<file path="src/rtl/store_align_queue_if.sv">
// Store queue bus bundle: MEM-stage store requests, the data-memory write
// port, and the sticky error/drain status.
// master: the environment side (pipeline + memory); slave: the store queue.
interface store_align_queue_if;
   // MEM-stage store request
   logic        st_valid;
   logic        st_ready;
   logic [63:0] st_addr;
   logic [63:0] st_data;
   logic [2:0]  st_memop;

   // Data-memory write port
   logic        mem_req;
   logic [63:0] mem_addr;
   logic [63:0] mem_wdata;
   logic [7:0]  mem_wmask;
   logic        mem_ack;
   logic        mem_err;

   // Status
   logic        err;
   logic [63:0] err_addr;
   logic        err_clr;
   logic        empty;

   modport master (
      output st_valid, st_addr, st_data, st_memop, mem_ack, mem_err, err_clr,
      input  st_ready, mem_req, mem_addr, mem_wdata, mem_wmask, err, err_addr, empty
   );

   modport slave (
      input  st_valid, st_addr, st_data, st_memop, mem_ack, mem_err, err_clr,
      output st_ready, mem_req, mem_addr, mem_wdata, mem_wmask, err, err_addr, empty
   );
endinterface

</file>
<file path="src/rtl/store_align_queue.sv">
// Store alignment queue: lane-aligns MEM-stage stores into a 64-bit data word
// plus byte mask, buffers them in a DEPTH-entry FIFO and issues them to data
// memory over a req/ack handshake. Bus errors are dropped and recorded in a
// sticky err/err_addr pair.
// Optional build macro MISALIGN_CHECK_EN: misaligned stores are accepted but
// discarded and reported through the sticky error instead of being truncated.
module store_align_queue #(
   parameter int unsigned DEPTH = 2,
   parameter int unsigned PTR_W = $clog2(DEPTH)
) (
   input logic                clk,
   input logic                rst,
   store_align_queue_if.slave sq
);

   localparam int unsigned           CNT_W    = PTR_W + 1;
   localparam logic [CNT_W-1:0]      CNT_FULL = CNT_W'(DEPTH);

   // Entry storage: full byte address (low bits kept for err_addr), data, mask
   logic [63:0]      ent_addr_q  [DEPTH];
   logic [63:0]      ent_wdata_q [DEPTH];
   logic [7:0]       ent_wmask_q [DEPTH];

   logic [PTR_W-1:0] wr_ptr_q, wr_ptr_d;
   logic [PTR_W-1:0] rd_ptr_q, rd_ptr_d;
   logic [CNT_W-1:0] count_q, count_d;
   logic             err_q, err_d;
   logic [63:0]      err_addr_q, err_addr_d;

   logic [63:0]      al_wdata;
   logic [7:0]       al_wmask;
   logic             st_ready;
   logic             accept;
   logic             push;
   logic             pop;
   logic             req;
   logic             err_ev;
   logic [63:0]      err_ev_addr;

   // memop[2] (signedness on the load side) has no meaning for stores
   logic             unused_memop_msb;
   assign unused_memop_msb = sq.st_memop[2];

`ifdef MISALIGN_CHECK_EN
   logic             misaligned;
   logic             mis_q, mis_d;
   logic [63:0]      mis_addr_q, mis_addr_d;
`endif

   // Lane alignment of the incoming store: replicate payload, shift mask
   always_comb begin
      al_wdata = sq.st_data;
      al_wmask = 8'hFF;
      case (sq.st_memop[1:0])
         2'b00: begin
            al_wdata = {8{sq.st_data[7:0]}};
            al_wmask = 8'h01 << sq.st_addr[2:0];
         end
         2'b01: begin
            al_wdata = {4{sq.st_data[15:0]}};
            al_wmask = 8'h03 << {sq.st_addr[2:1], 1'b0};
         end
         2'b10: begin
            al_wdata = {2{sq.st_data[31:0]}};
            al_wmask = 8'h0F << {sq.st_addr[2], 2'b00};
         end
         default: begin
            al_wdata = sq.st_data;
            al_wmask = 8'hFF;
         end
      endcase
   end

`ifdef MISALIGN_CHECK_EN
   // Natural-alignment check on the incoming store
   always_comb begin
      misaligned = 1'b0;
      case (sq.st_memop[1:0])
         2'b01:   misaligned = sq.st_addr[0];
         2'b10:   misaligned = |sq.st_addr[1:0];
         2'b11:   misaligned = |sq.st_addr[2:0];
         default: misaligned = 1'b0;
      endcase
   end
`endif

   // Handshake qualifiers; ready looks only at the registered count, so a
   // same-cycle pop never makes room for a push
   always_comb begin
      st_ready = ~rst & (count_q != CNT_FULL);
      accept   = sq.st_valid & st_ready;
      req      = (count_q != '0);
      pop      = req & sq.mem_ack;
`ifdef MISALIGN_CHECK_EN
      push     = accept & ~misaligned;
`else
      push     = accept;
`endif
   end

   // Pointer and occupancy next state
   always_comb begin
      wr_ptr_d = wr_ptr_q;
      rd_ptr_d = rd_ptr_q;
      count_d  = count_q;
      if (push) begin
         wr_ptr_d = wr_ptr_q + 1'b1;
      end
      if (pop) begin
         rd_ptr_d = rd_ptr_q + 1'b1;
      end
      case ({push, pop})
         2'b10:   count_d = count_q + 1'b1;
         2'b01:   count_d = count_q - 1'b1;
         default: count_d = count_q;
      endcase
   end

`ifdef MISALIGN_CHECK_EN
   // Remember an accepted-but-discarded misaligned store for one cycle
   always_comb begin
      mis_d      = accept & misaligned;
      mis_addr_d = mis_q ? mis_addr_q : '0;
      if (accept & misaligned) begin
         mis_addr_d = sq.st_addr;
      end
   end
`endif

   // Sticky error: first error latches its address; a clear coinciding with
   // a new error yields the new error
   always_comb begin
      err_ev      = 1'b0;
      err_ev_addr = '0;
      if (pop & sq.mem_err) begin
         err_ev      = 1'b1;
         err_ev_addr = ent_addr_q[rd_ptr_q];
      end
`ifdef MISALIGN_CHECK_EN
      else if (mis_q) begin
         err_ev      = 1'b1;
         err_ev_addr = mis_addr_q;
      end
`endif
      err_d      = err_q;
      err_addr_d = err_addr_q;
      if (err_ev && (!err_q || sq.err_clr)) begin
         err_d      = 1'b1;
         err_addr_d = err_ev_addr;
      end else if (sq.err_clr) begin
         err_d      = 1'b0;
      end
   end

   // Control state registers with synchronous reset
   always_ff @(posedge clk) begin
      if (rst) begin
         wr_ptr_q   <= '0;
         rd_ptr_q   <= '0;
         count_q    <= '0;
         err_q      <= 1'b0;
         err_addr_q <= '0;
      end else begin
         wr_ptr_q   <= wr_ptr_d;
         rd_ptr_q   <= rd_ptr_d;
         count_q    <= count_d;
         err_q      <= err_d;
         err_addr_q <= err_addr_d;
      end
   end

`ifdef MISALIGN_CHECK_EN
   // Pending misalignment report register
   always_ff @(posedge clk) begin
      if (rst) begin
         mis_q      <= 1'b0;
         mis_addr_q <= '0;
      end else begin
         mis_q      <= mis_d;
         mis_addr_q <= mis_addr_d;
      end
   end
`endif

   // Entry write port; contents need no reset since count gates visibility
   always_ff @(posedge clk) begin
      if (push) begin
         ent_addr_q[wr_ptr_q]  <= sq.st_addr;
         ent_wdata_q[wr_ptr_q] <= al_wdata;
         ent_wmask_q[wr_ptr_q] <= al_wmask;
      end
   end

   // Outputs: head entry while requesting, zeros otherwise
   always_comb begin
      sq.st_ready  = st_ready;
      sq.mem_req   = req;
      sq.mem_addr  = '0;
      sq.mem_wdata = '0;
      sq.mem_wmask = '0;
      if (req) begin
         sq.mem_addr  = {ent_addr_q[rd_ptr_q][63:3], 3'b000};
         sq.mem_wdata = ent_wdata_q[rd_ptr_q];
         sq.mem_wmask = ent_wmask_q[rd_ptr_q];
      end
      sq.err      = err_q;
      sq.err_addr = err_addr_q;
      sq.empty    = ~req;
   end

endmodule

</file>
<file path="src/flat_wrapper.sv">
// flat-port wrapper written by rule: the top's interface ports become plain ports
module store_align_queue_flat 
#(
   parameter int unsigned DEPTH = 2,
   parameter int unsigned PTR_W = $clog2(DEPTH)
)
  (clk, rst, sq_st_valid, sq_st_addr, sq_st_data, sq_st_memop, sq_mem_ack, sq_mem_err, sq_err_clr, sq_st_ready, sq_mem_req, sq_mem_addr, sq_mem_wdata, sq_mem_wmask, sq_err, sq_err_addr, sq_empty);
  store_align_queue_if sq_i ();
  input logic clk;
  input logic rst;
  input wire logic [$bits(sq_i.st_valid)-1:0] sq_st_valid;
  input wire logic [$bits(sq_i.st_addr)-1:0] sq_st_addr;
  input wire logic [$bits(sq_i.st_data)-1:0] sq_st_data;
  input wire logic [$bits(sq_i.st_memop)-1:0] sq_st_memop;
  input wire logic [$bits(sq_i.mem_ack)-1:0] sq_mem_ack;
  input wire logic [$bits(sq_i.mem_err)-1:0] sq_mem_err;
  input wire logic [$bits(sq_i.err_clr)-1:0] sq_err_clr;
  output wire logic [$bits(sq_i.st_ready)-1:0] sq_st_ready;
  output wire logic [$bits(sq_i.mem_req)-1:0] sq_mem_req;
  output wire logic [$bits(sq_i.mem_addr)-1:0] sq_mem_addr;
  output wire logic [$bits(sq_i.mem_wdata)-1:0] sq_mem_wdata;
  output wire logic [$bits(sq_i.mem_wmask)-1:0] sq_mem_wmask;
  output wire logic [$bits(sq_i.err)-1:0] sq_err;
  output wire logic [$bits(sq_i.err_addr)-1:0] sq_err_addr;
  output wire logic [$bits(sq_i.empty)-1:0] sq_empty;
  assign sq_i.st_valid = sq_st_valid;
  assign sq_i.st_addr = sq_st_addr;
  assign sq_i.st_data = sq_st_data;
  assign sq_i.st_memop = sq_st_memop;
  assign sq_i.mem_ack = sq_mem_ack;
  assign sq_i.mem_err = sq_mem_err;
  assign sq_i.err_clr = sq_err_clr;
  assign sq_st_ready = sq_i.st_ready;
  assign sq_mem_req = sq_i.mem_req;
  assign sq_mem_addr = sq_i.mem_addr;
  assign sq_mem_wdata = sq_i.mem_wdata;
  assign sq_mem_wmask = sq_i.mem_wmask;
  assign sq_err = sq_i.err;
  assign sq_err_addr = sq_i.err_addr;
  assign sq_empty = sq_i.empty;
  store_align_queue #(.DEPTH(DEPTH), .PTR_W(PTR_W)) u_core (.clk(clk), .rst(rst), .sq(sq_i));
endmodule
</file>
<file path="config.mk">
export PLATFORM = sky130hd
export DESIGN_NAME = store_align_queue_flat
export DESIGN_NICKNAME = d
export VERILOG_FILES = /design/src/rtl/store_align_queue_if.sv /design/src/rtl/store_align_queue.sv /design/src/flat_wrapper.sv
export SDC_FILE = /design/constraint.sdc
export NUM_CORES = 1
export LEC_CHECK = 0
export CORE_MARGIN = 10
export CORE_UTILIZATION = 45
export CTS_CLUSTER_DIAMETER = 50
export DETAILED_ROUTE_END_ITERATION = 6
export PLACE_DENSITY = 0.74
export SLEW_MARGIN = 10
export SYNTH_ARGS = -nofsm -noshare
export SYNTH_HDL_FRONTEND = slang
export SYNTH_SLANG_ARGS = --single-unit
</file>
<file path="constraint.sdc">
create_clock -name clk -period 40.5 [get_ports clk]
set_input_delay 8.1 -clock clk [delete_from_list [all_inputs] [get_ports clk]]
set_output_delay 8.1 -clock clk [all_outputs]
set_load 0.02 [all_outputs]
</file>
==> summary.md <==
| Metric | Value |
|---|---|
| Metal3 WL | `4.62 mm` |
| Inserted Clock Buffers | `40` |
| Die width | `197 um` |
| Seq/Total Area, Yosys | `0.680` |
| Worst r2r path cells | `4` |
| Initial cell density of the core | `0.458` |
| Clock root cell | `clkbuf_16` |
| Drt pass-1 iters | `4` |
| Syn_area_per_cell | `~14 um^2` |
| Synth top area share | `0.580` |
| Post-synthesis cell count | `just under 1,000` |
| Final setup fails | `0` |
| Synth top cells by count | `272 x edfxtp_1, 160 x mux2i_1, 153 x nor2_1` |
| CTS clk-pin slew, worst paths | `~0.060 ns` |
| Cell accounting for the most synthesized area | `edfxtp_1` |
| Total number of vias | `9,232` |
| Worst hold path type | `reg2reg` |
| DR vias/cell | `5.36` |
| Pin count of the biggest net entering global routing | `74` |
| Arr. time, crit path | `approximately 9 ns` |
| Top sig layer | `met5` |
| Initial antenna violation count | `5` |
| Most common cell in the netlist | `edfxtp_1` |
| CTS sink cnt | `342` |
| Post-DR wirelength/cell | `22.5 um` |
| Layout cells sized above 1 | `0.133` |
| Total of max-cap violations | `0` |
| CTS max path bufs | `3` |
| Antenna-violating nets left | `0` |
| Final Cycle Share | `0.429` |
| Peak VDD IR | `approximately 38 uV` |
| Dpl hpwl | `25.6 mm` |
| Chip height | `about 200 um` |
| Pwr Density | `around 65 nW/um^2` |
| Hold-fix buffer count after cts | `0` |
| Status | `completed` |
| Setup TNS | `0 ns` |
| Register bit count reported by yosys | `342` |
| Unique masters post-synth | `32` |
| Post-synth EDFFs | `272` |
| Worst Path Max Fanout | `23` |
| DRC viols | `0` |
| Layout area overhead | `35.2%` |
| Asr flop ratio synth | `0` |
| H-tree levels | `2` |
| Max-slew violation count | `0` |
| Iteration-0 DRC Markers | `554` |
| Total track usage | `0.192` |
| Max Fclk | `approximately 0.058 GHz` |
| Top FF cell, synth | `edfxtp_1` |
| Clk_lat worst skew | `0.52 ns` |
| I/O Buffers | `336` |
| Remaining global-route overflow | `0` |
| Worst EP required | `~32 ns` |
| Fillers | `2,338` |
| Actual slew at the worst max-slew pin | `about 1.2 ns` |
| CP Class | `in2out` |
| Synth area leaders | `edfxtp_1 58%, mux2i_1 11%, dfxtp_1 10%` |
| Minimum clock period after layout | `17.37 ns` |
| Final nets | `roughly 1,400` |
| GP Congestion | `~0.81` |
| Core area | `30,700 um^2` |
| Routed wl met2 | `17.8 mm` |
| Clock Skews | `0.0163 ns` |
| CP Launch Type | `primary input` |
| Post-CTS Setup Inserts | `0` |
| WL met1 | `15.5 mm` |
| I/O pin total | `341` |
| Unrepaired setup endpoints after global routing | `no` |
| # resized after CTS | `0` |
| Worst setup EP type | `output port` |
| Number of global-route vias before repair | `9,494` |
| Final Hold Viols | `0` |
| Netlist Area Pre-Place | `between 10,000 and 15,000 um^2` |
| # rows | `64` |
| First-pass GRT wire length | `57.9 mm` |
| Hold Path Depth | `2` |
| Total wire length | `38.7 mm` |
| Die area | `38,700 um^2` |
| Smallest hold slack | `around 0.5 ns` |
| P_leak | `6.26 nW` |
| TritonCTS clock tree | `built` |
| Slew headroom | `0.231` |
| Synth warnings | `0` |
-- stage by stage --
| step | std cells | power, mW | worst slack (ns) | utilization | cell area, um^2 |
|---|---|---|---|---|---|
| CTS | 1720 | 1.24 | 23.12 | 0.619 | 19000 |
| finish | 1722 | 1.23 | 23.13 | 0.619 | 19000 |
| global placement | 1648 | 0.859 | 23.15 | 0.573 | 17600 |
| floorplan | 977 | 0.688 | 18.29 | - | 14100 |
| global route | 1722 | 1.28 | 23.05 | 0.619 | 19000 |
| detailed placement | 1648 | 0.863 | 23.12 | 0.573 | 17600 |
-- sequential cells by signal (all words and copies together) (netlist names), named ones only --
signal	cells
u_core.ent_addr_q	128
u_core.ent_wdata_q	128
u_core.ent_wmask_q	16
u_core.wr_ptr_q	1
u_core.sq.err_addr	64
u_core.rd_ptr_q	1
u_core.count_q	2
u_core.sq.err	1
-- cell type report --
cell class | count | area, um^2 | area share
Tap cell | 396 | 495 | 0.0260
Multi-Input combinational cell | 548 | 4040 | 0.212
Antenna cell | 2 | 5.00 | 0.000263
Clock buffer | 51 | 1120 | 0.0591
Sequential cell | 342 | 9570 | 0.503
Clock inverter | 21 | 293 | 0.0154
Inverter | 14 | 55.1 | 0.00289
Timing Repair Buffer | 348 | 3440 | 0.181
-- cell families after synthesis --
family | Yosys count | synth area share
mux | 184 | 0.133
flops | 342 | 0.680
xor+xnor | 3 | 0.00187
fa+ha+maj | 1 | 0.000889
buf+inv | 87 | 0.0344
other cells | 1 | 0.000266
compound gates | 182 | 0.0994
simple gates | 175 | 0.0501
-- layer usage --
layer	GRT usage	up-vias
met2	0.304	389
met3	0.0850	56
met5	0	-
met1	0.235	4509
met4	0.0524	4
li1	-	4274
-- critical path: stages --
cell	delay, ns
buf_4	0.22
nor2_1	0.24
clkdlybuf4s50_1	0.69
-- where the power goes --
group / total (mW) / internal, mW / switching, mW
clock: 0.379 / 0.237 / 0.142
combinational: 0.415 / 0.175 / 0.240
sequential: 0.438 / 0.418 / 0.0200
-- final timing paths --
check                                                     from                                  end  slack (ns)
worst max-delay path                                       rst                          sq_st_ready       23.13
worst min-delay path              u_core.rd_ptr_q$_SDFFE_PP0P_         u_core.rd_ptr_q$_SDFFE_PP0P_        0.50
worst max register to register  u_core.count_q[0]$_SDFFE_PP0P_  u_core.ent_wdata_q[1][57]$_DFFE_PP_       37.49
worst min register to register    u_core.rd_ptr_q$_SDFFE_PP0P_         u_core.rd_ptr_q$_SDFFE_PP0P_        0.50
-- placed cells by master (no fill, tap or decap), types with 13 or more instances in the layout --
cell type | synthesis | final
dfxtp_1 | 70 | 69
clkdlybuf4s50_1 | 0 | 333
a21oi_1 | 106 | 106
mux2_2 | 24 | 24
buf_4 | 17 | 13
mux2i_1 | 160 | 160
nor2_1 | 153 | 153
edfxtp_1 | 272 | 272
clkbuf_16 | 0 | 42
a211oi_2 | 60 | 60
inv_1 | 13 | 13
Note: power is estimated with default switching activity, not from simulation.
